--- config.mk ---
export PLATFORM = sky130hd
export DESIGN_NAME = seg_disp_arbiter
export DESIGN_NICKNAME = d
export VERILOG_FILES = /design/src/rtl/seg_disp_arbiter.sv
export SDC_FILE = /design/constraint.sdc
export NUM_CORES = 1
export LEC_CHECK = 0
export ABC_AREA = 1
export BUFFER_PORTS_ARGS = -buffer_cell sky130_fd_sc_hd__buf_4
export CELL_PAD_IN_SITES_DETAIL_PLACEMENT = 0
export CELL_PAD_IN_SITES_GLOBAL_PLACEMENT = 1
export CORE_MARGIN = 5
export CORE_UTILIZATION = 39
export DETAILED_ROUTE_END_ITERATION = 8
export PLACE_DENSITY_LB_ADDON = 0.1
export SLEW_MARGIN = 20
export SYNTH_ARGS = -nofsm -noshare
export SYNTH_HDL_FRONTEND = slang
export SYNTH_SLANG_ARGS = --single-unit
--- constraint.sdc ---
create_clock -name clk -period 8.1 [get_ports clk]
set_input_delay 1.215 -clock clk [delete_from_list [all_inputs] [get_ports clk]]
set_output_delay 1.215 -clock clk [all_outputs]
set_load 0.005 [all_outputs]
--- src/rtl/seg_disp_arbiter.sv ---
// Two-requester arbiter in front of a serial seven-segment driver.
// A winning requester's frame is latched into drv_*, pushed to the driver
// with a one-cycle drv_load strobe, and then held on the display for
// HOLD_CYCLES cycles before the next arbitration. Ties are broken
// round-robin against whichever requester was served last.
module seg_disp_arbiter #(
    parameter int unsigned HOLD_CYCLES = 25_000_000
) (
    input  logic        clk,
    input  logic        rst,
    input  logic        req0,
    input  logic        req1,
    input  logic [31:0] hexs0,
    input  logic [31:0] hexs1,
    input  logic [7:0]  les0,
    input  logic [7:0]  les1,
    input  logic [7:0]  points0,
    input  logic [7:0]  points1,
    output logic        gnt0,
    output logic        gnt1,
    output logic [31:0] drv_hexs,
    output logic [7:0]  drv_les,
    output logic [7:0]  drv_points,
    output logic        drv_load,
    input  logic        drv_done
);

    typedef enum logic [1:0] {
        IDLE,
        LOAD,
        XFER,
        HOLD
    } state_t;

    // Last counter value inside HOLD; reaching it ends the hold window.
    localparam logic [31:0] HOLD_LAST = 32'(HOLD_CYCLES - 1);

    state_t      state;
    logic [31:0] hold_cnt;
    logic        last_served;

    logic        any_req;
    logic        pick1;
    logic [31:0] win_hexs;
    logic [7:0]  win_les;
    logic [7:0]  win_points;

    // Choose the winner from the live request levels and mux its frame.
    // pick1 is high when requester 1 wins: it is alone, or both ask and
    // requester 0 was the one served last.
    always_comb begin
        any_req    = req0 | req1;
        pick1      = req1 & (~req0 | ~last_served);
        win_hexs   = pick1 ? hexs1   : hexs0;
        win_les    = pick1 ? les1    : les0;
        win_points = pick1 ? points1 : points0;
    end

    // Main controller: grant, latch the frame, strobe the driver, wait for
    // the shift to finish, then keep the frame up for the hold window.
    always_ff @(posedge clk or posedge rst) begin
        if (rst) begin
            state       <= IDLE;
            gnt0        <= 1'b0;
            gnt1        <= 1'b0;
            drv_hexs    <= 32'd0;
            drv_les     <= 8'd0;
            drv_points  <= 8'd0;
            drv_load    <= 1'b0;
            hold_cnt    <= 32'd0;
            last_served <= 1'b1;
        end else begin
            drv_load <= 1'b0;
            case (state)
                IDLE: begin
                    if (any_req) begin
                        gnt0        <= ~pick1;
                        gnt1        <= pick1;
                        drv_hexs    <= win_hexs;
                        drv_les     <= win_les;
                        drv_points  <= win_points;
                        last_served <= pick1;
                        state       <= LOAD;
                    end
                end
                LOAD: begin
                    drv_load <= 1'b1;
                    state    <= XFER;
                end
                XFER: begin
                    if (drv_done) begin
                        hold_cnt <= 32'd0;
                        state    <= HOLD;
                    end
                end
                HOLD: begin
                    if (hold_cnt == HOLD_LAST) begin
                        if (any_req) begin
                            gnt0        <= ~pick1;
                            gnt1        <= pick1;
                            drv_hexs    <= win_hexs;
                            drv_les     <= win_les;
                            drv_points  <= win_points;
                            last_served <= pick1;
                            state       <= LOAD;
                        end else begin
                            gnt0  <= 1'b0;
                            gnt1  <= 1'b0;
                            state <= IDLE;
                        end
                    end else begin
                        hold_cnt <= hold_cnt + 32'd1;
                    end
                end
                default: begin
                    state <= IDLE;
                end
            endcase
        end
    end

endmodule
==> results of run 1 <==
[cell type report]
cell class | count | area, um^2
Tap cell | 172 | 215
Sequential cell | 86 | 2150
Inverter | 32 | 121
Clock inverter | 5 | 56.3
Fill cell | 1301 | 6070
Multi-Input combinational cell | 607 | 2670
Timing Repair Buffer | 157 | 1180
Clock buffer | 11 | 253
[routing by layer]
metal | vias up | share of wire (%) | global-route usage, %
li1 | 2711 | - | -
met5 | - | 0 | 0
met4 | 0 | 1.2 | 5.22
met2 | 130 | 47 | 29.9
met3 | 13 | 6.5 | 4.25
met1 | 2344 | 45 | 24.6
[sequential cells by signal (all words and copies together) (netlist names)]
register / count
state: 2
last_served: 1
gnt1: 1
drv_hexs: 32
drv_load: 1
hold_cnt: 32
drv_points: 8
drv_les: 8
gnt0: 1
[Yosys cell counts]
master,instances
o21ai_0,41
a21oi_1,9
nor2_4,1
nand4_1,52
and2_1,3
nand2_4,1
nor2_1,54
o21bai_1,4
nand3b_1,3
nand3_1,42
nand3_2,1
nand2_1,382
buf_1,5
or2_2,5
xor2_1,1
buf_2,10
dfrtp_1,85
o31ai_1,1
dfstp_2,1
buf_6,2
nand3_4,1
ha_1,6
clkbuf_1,23
inv_1,31
clkinv_1,1
[worst max-delay path: cells and delay by family (launching register included)]
| family | cells | cell delay [ps] |
|---|---|---|
| buffers and inverters | 3 | 1330 |
| adders and majority gates | 1 | 320 |
| DFF | 1 | 410 |
| and+or+nand+nor | 3 | 660 |
[where the power goes]
group          leakage (nW)  switching [mW]  internal, mW
clock                 0.152           0.175         0.256
sequential             1.12          0.0791         0.571
combinational          2.09           0.546         0.342
total                  3.36           0.801          1.17
[cells by family (layout without fill, tap and decap cells)]
group	after synthesis	in the layout
AO/OA/AOI/OAI	55	55
XOR/XNOR	1	1
adder cells (fa/ha/maj)	6	6
buffers and inverters	72	205
flip-flops	86	86
AND/OR/NAND/NOR	545	545
[how the worst max path moves through the flow]
stage                       startpoint                        end  slack (ps)  cells after the start
2_1_floorplan                      rst    drv_hexs[0]$_DFFE_PP0P_        4660                      1
3_5_place_dp                  drv_done   hold_cnt[20]$_DFFE_PP0P_        5220                      4
6_report          state[1]$_DFFE_PP0P_   drv_hexs[29]$_DFFE_PP0P_        5310                      7
4_1_cts        hold_cnt[0]$_DFFE_PP0P_     drv_les[0]$_DFFE_PP0P_        5330                     10
3_3_place_gp                  drv_done    hold_cnt[7]$_DFFE_PP0P_        5360                      4
5_1_grt        hold_cnt[0]$_DFFE_PP0P_  drv_points[7]$_DFFE_PP0P_        5090                     10
==> key figures, run 1 <==
Drt
  – Drt pass-1 iters: 5
  – Routed vias/inst: 4.86
  – Post-DR wirelength/cell: 13.5 um
  – DRC: 0
  – DR iter-0 viols: 386
  – Via count: 5,198
  – Antenna Nets Post-Route: 0
  – Total Wirelength: 14.4 mm

Power and ir drop
  – P_leak: 3.36 nW
  – Power per cell area: 296 nW/um^2
  – Peak VDD IR: 0.000153 V
  – Total power: 1.97 mW

GRT
  – Vias in the first global route: 4,893
  – Total GRT Usage: 18.4%
  – Overflow after GRT: 0
  – Initial antenna violation count: 0
  – First-pass GRT wire length: 24.0 mm
  – Pin count of the biggest net entering global routing: 65

Logic synthesis
  – Seq/Total Area, Yosys: 42.1%
  – Main combinational cell family by area after synthesis: simple AND/OR/NAND/NOR gates
  – Cells after Synth: 765
  – Post-synth cell types: 25
  – Post-Syn Area: 5120 um^2
  – Syn. warnings: 0
  – Top cells by area, synth: dfrtp_1, nand2_1, nand4_1
  – Adder-Cell Fraction of Synth Area: 1.47%
  – Largest area contributor in the netlist: dfrtp_1
  – Post-synth net total: 872
  – Synthesized area per cell: 6.69 um^2
  – Area fraction in compound gates after synthesis: 5.62%
  – Post-Synth Simple-Gate Area: 44.8%
  – Post-synthesis mux area share: 0%
  – XOR/XNOR Fraction of Synth Area: 0.171%
  – Share of the synthesized area in the top cell type: 41.6%
  – FF+latch count, synth: 86

Worst hold path
  – Hold Path Cell Cnt: 2
  – Worst Min Path Start: last_served$_DFFE_PP1P_
  – Hold/Removal Path Class: flip-flop to flip-flop
  – Worst Hold End: last_served$_DFFE_PP1P_

Place
  – Place WS: 5220 ps
  – Port bufs: 151
  – RePlAce Congestion: 0.869
  – DP HPWL: 10.4 mm
  – Dpl cells: 1,054
  – Area after DPL: 6330 um^2

Critical path
  – Slowest CP cell: clkinv_1
  – Worst r2r src: state[1]$_DFFE_PP0P_
  – Critical Path RT: 8370 ps
  – CP arrival: 3060 ps
  – Crit-path max FO: 49
  – Critical Path Start Type: flip-flop
  – Slowest stage delay, CP: 700 ps
  – R2R Setup Slk: 5310 ps
  – Worst reg2reg path depth: 7
  – Reg2reg end: drv_hexs[29]$_DFFE_PP0P_
  – WS Path Type: flip-flop to flip-flop
  – CP dominant cell by count: nand2_1
  – Worst-path cell chain: inv_1, ha_1, clkinv_1, buf_4, nand3_4, nand2_1, nand2_1
  – CP endpoint kind: flip-flop

CTS
  – CTS root buf: clkbuf_16
  – Setup Buffers After CTS: 0
  – CTS Buf Count: 9
  – Worst-skew pair later-pin latency: 340 ps
  – CTS clock-pin slew for the worst setup and hold paths: 60 ps
  – Max clock buf depth: 2
  – CTS H-tree lvls: 3
  – Post-CTS sizing: 0
  – Hold-fix buffers, CTS: 0
  – CTS tree: yes
  – Clock sinks: 86

STA
  – Worst setup margin: 5310 ps
  – Final hold viol count: 0
  – Setup TNS: 0 ps
  – Min Tclk post-route: 2790 ps
  – Slew @ Worst Pin: 891 ps
  – Fin Hold WS: 469 ps
  – Worst relative slew slack: 40.3%
  – Final setup skew: 7.44 ps
  – Final Max Slew Viols: 0
  – Final setup fails: 0
  – Crit share post-route: 34.4%
  – Fmax: 359 MHz
  – RSZ-0062 raised after global routing: false

Layout
  – Share of cells above drive strength 1: 20.5%
  – Most common cell after layout, fill and taps aside: nand2_1
  – Antenna diodes: 0
  – Post-Layout Cell Count: 1,070
  – Fin util: 52.3%
  – Finished Cell Area: 6650 um^2
  – Area grow syn2layout: 30.0%
  – Nets: 1,000
  – Most frequent cells in the layout: nand2_1, buf_4, dfrtp_1, nor2_1, nand4_1

Floorplan
  – Core box area: 12,700 um^2
  – # rows: 41
  – Die X: 125 um
  – DIE AREA: 15,500 um^2
  – I/O pin total: 152
  – Die Y: 125 um
  – Starting Density: 40.2%

Status
  – Status: finished, final reports clean

Job
  – Max Cap Viol: 0
(Power assumes the default switching activity.)
==> inputs of run 2 (changes only) <==
--- a/config.mk
+++ b/config.mk
@@ -10,7 +10,7 @@
 export CELL_PAD_IN_SITES_DETAIL_PLACEMENT = 0
 export CELL_PAD_IN_SITES_GLOBAL_PLACEMENT = 1
 export CORE_MARGIN = 5
-export CORE_UTILIZATION = 39
+export CORE_UTILIZATION = 33
 export DETAILED_ROUTE_END_ITERATION = 8
 export PLACE_DENSITY_LB_ADDON = 0.1
 export SLEW_MARGIN = 20
==> constraint.sdc (replaced) <==
create_clock -name clk -period 2.4 [get_ports clk]
set_input_delay 0.36 -clock clk [delete_from_list [all_inputs] [get_ports clk]]
set_output_delay 0.36 -clock clk [all_outputs]
set_load 0.005 [all_outputs]
==> key figures, run 2 (synthesis gave the netlist of run 1 again) <==
Drt
  – Routed vias/inst: 4.82
  – Antenna Nets Post-Route: 0
  – Drt pass-1 iters: 7
  – DR iter-0 viols: 277
  – Via count: 5,267
  – Post-DR wirelength/cell: 13.8 um
  – Total Wirelength: 15.0 mm
  – DRC: 0

Place
  – RePlAce Congestion: 0.839
  – Dpl cells: 1,077
  – Port bufs: 151
  – Area after DPL: 6450 um^2
  – DP HPWL: 11.4 mm

Critical path
  – R2R Setup Slk: 320 ps
  – Slowest CP cell: dfrtp_1
  – Critical Path RT: 2630 ps
  – Crit-path max FO: 26
  – WS Path Type: flip-flop to flip-flop
  – Worst reg2reg path depth: 11
  – CP endpoint kind: flip-flop
  – Critical Path Start Type: flip-flop
  – Worst-path cell chain: ha_1, nand2_1, nor2_4, nand3_1, nor2_1, nand2_1, nand2_4, nand3_4, buf_12, nand2_1, nand2_1
  – CP dominant cell by count: nand2_1
  – Slowest stage delay, CP: 390 ps
  – Reg2reg end: drv_hexs[10]$_DFFE_PP0P_
  – CP arrival: 2310 ps
  – Worst r2r src: hold_cnt[0]$_DFFE_PP0P_

Layout
  – Most frequent cells in the layout: nand2_1, buf_4, dfrtp_1, nor2_1, nand4_1
  – Most common cell after layout, fill and taps aside: nand2_1
  – Finished Cell Area: 6750 um^2
  – Area of the multi-input gates: 2670 um^2
  – Share of cells above drive strength 1: 20.9%
  – Fin util: 44.4%
  – Largest registers: drv_hexs x32, hold_cnt x32
  – Antenna diodes: 0
  – Nets: 1,007
  – Post-Layout Cell Count: 1,092
  – Area grow syn2layout: 31.9%
  – FF+latch area: 2150 um^2
  – Filler cells: 1,592

Job
  – Max Cap Viol: 0

CTS
  – Post-CTS sizing: 0
  – Setup Buffers After CTS: 0
  – Hold-fix buffers, CTS: 0
  – Worst-skew pair later-pin latency: 340 ps
  – CTS clock-pin slew for the worst setup and hold paths: 60 ps
  – CTS root buf: clkbuf_16
  – CTS Buf Count: 9
  – CTS tree: yes
  – Max clock buf depth: 2
  – Clock sinks: 86
  – CTS H-tree lvls: 3

Floorplan
  – I/O pin total: 152
  – Die Y: 135 um
  – Core box area: 15,200 um^2
  – Starting Density: 33.7%
  – Die X: 135 um
  – DIE AREA: 18,100 um^2
  – # rows: 45

STA
  – RSZ-0062 raised after global routing: false
  – Final setup fails: 0
  – Final Max Slew Viols: 0
  – Min Tclk post-route: 2080 ps
  – Fin Hold WS: 24.1 ps
  – Fmax: 481 MHz
  – Crit share post-route: 86.6%
  – Slew @ Worst Pin: 552 ps
  – Final setup skew: 5.28 ps
  – Final hold viol count: 0
  – Worst relative slew slack: 63.2%
  – Setup TNS: 0 ps

Power and ir drop
  – Seq pwr share: 32.6%
  – Clock Power Share: 21.1%
  – Comb pwr share: 46.3%
  – Switching power total: 2.70 mW
  – Power per cell area: 1000 nW/um^2
  – Cell Int Power: 4.06 mW
  – P_leak: 3.40 nW
  – Switching portion of total power: 40.0%
  – Peak VDD IR: 0.000786 V

Status
  – Status: finished, final reports clean

GRT
  – Pin count of the biggest net entering global routing: 52
  – Vias in the first global route: 5,130
  – Total GRT Usage: 16.9%
  – Initial antenna violation count: 0
  – Overflow after GRT: 0
  – First-pass GRT wire length: 25.1 mm

Worst hold path
  – Hold/Removal Path Class: input port to asynchronous set/reset pin
## run 2: worst max-delay path by stage
| stage | end | slack, ps | from |
|---|---|---|---|
| floorplan | drv_hexs[10]$_DFFE_PP0P_ | 680 | hold_cnt[0]$_DFFE_PP0P_ |
| global placement | drv_hexs[2]$_DFFE_PP0P_ | 350 | hold_cnt[0]$_DFFE_PP0P_ |
| detailed placement | drv_hexs[3]$_DFFE_PP0P_ | 290 | hold_cnt[0]$_DFFE_PP0P_ |
| CTS | drv_hexs[3]$_DFFE_PP0P_ | 280 | hold_cnt[0]$_DFFE_PP0P_ |
| global route | drv_hexs[3]$_DFFE_PP0P_ | 60 | hold_cnt[0]$_DFFE_PP0P_ |
| finish | drv_hexs[10]$_DFFE_PP0P_ | 320 | hold_cnt[0]$_DFFE_PP0P_ |
## run 2: critical path: cells and delay by family (launching register included)
kind | cells | cell delay, ps
DFF | 1 | 390
and+or+nand+nor | 9 | 1080
adders and majority gates | 1 | 220
buffers and inverters | 1 | 260
## run 2: routing by layer
| layer | routed length, um | up-vias | share of wire, % | GRT usage, % |
|---|---|---|---|---|
| li1 | - | 2728 | - | - |
| met1 | 6570 | 2395 | 44 | 21.4 |
| met2 | 7310 | 129 | 49 | 28.3 |
| met3 | 972 | 15 | 6.5 | 5.25 |
| met4 | 184 | 0 | 1.2 | 4.41 |
| met5 | 0 | - | 0 | 0 |
## run 2: stage by stage
stage | power (mW) | setup WS (ps)
final | 6.76 | 322
after global routing | 7.33 | 59.4
after CTS | 6.88 | 284
after detailed placement | 5.42 | 294
after global placement | 5.38 | 347
after floorplan | 4.07 | 676
## run 2: area by class of cell
| class | instances | area share, % |
|---|---|---|
| clock buffers | 12 | 3.80 |
| clock inverters | 3 | 0.649 |
| inverters | 32 | 1.84 |
| multi-input cells | 607 | 39.5 |
| flip-flops and latches | 86 | 31.9 |
| well taps | 188 | 3.49 |
| repair buffers | 164 | 18.8 |
## run 2: power groups by stage
stage / clock [mW] / sequential, mW / combinational, mW
floorplan: 0 / 2.21 / 1.86
global route: 1.53 / 2.27 / 3.53
detailed placement: 0 / 2.22 / 3.20
global placement: 0 / 2.22 / 3.16
CTS: 1.47 / 2.21 / 3.19
finish: 1.43 / 2.21 / 3.13
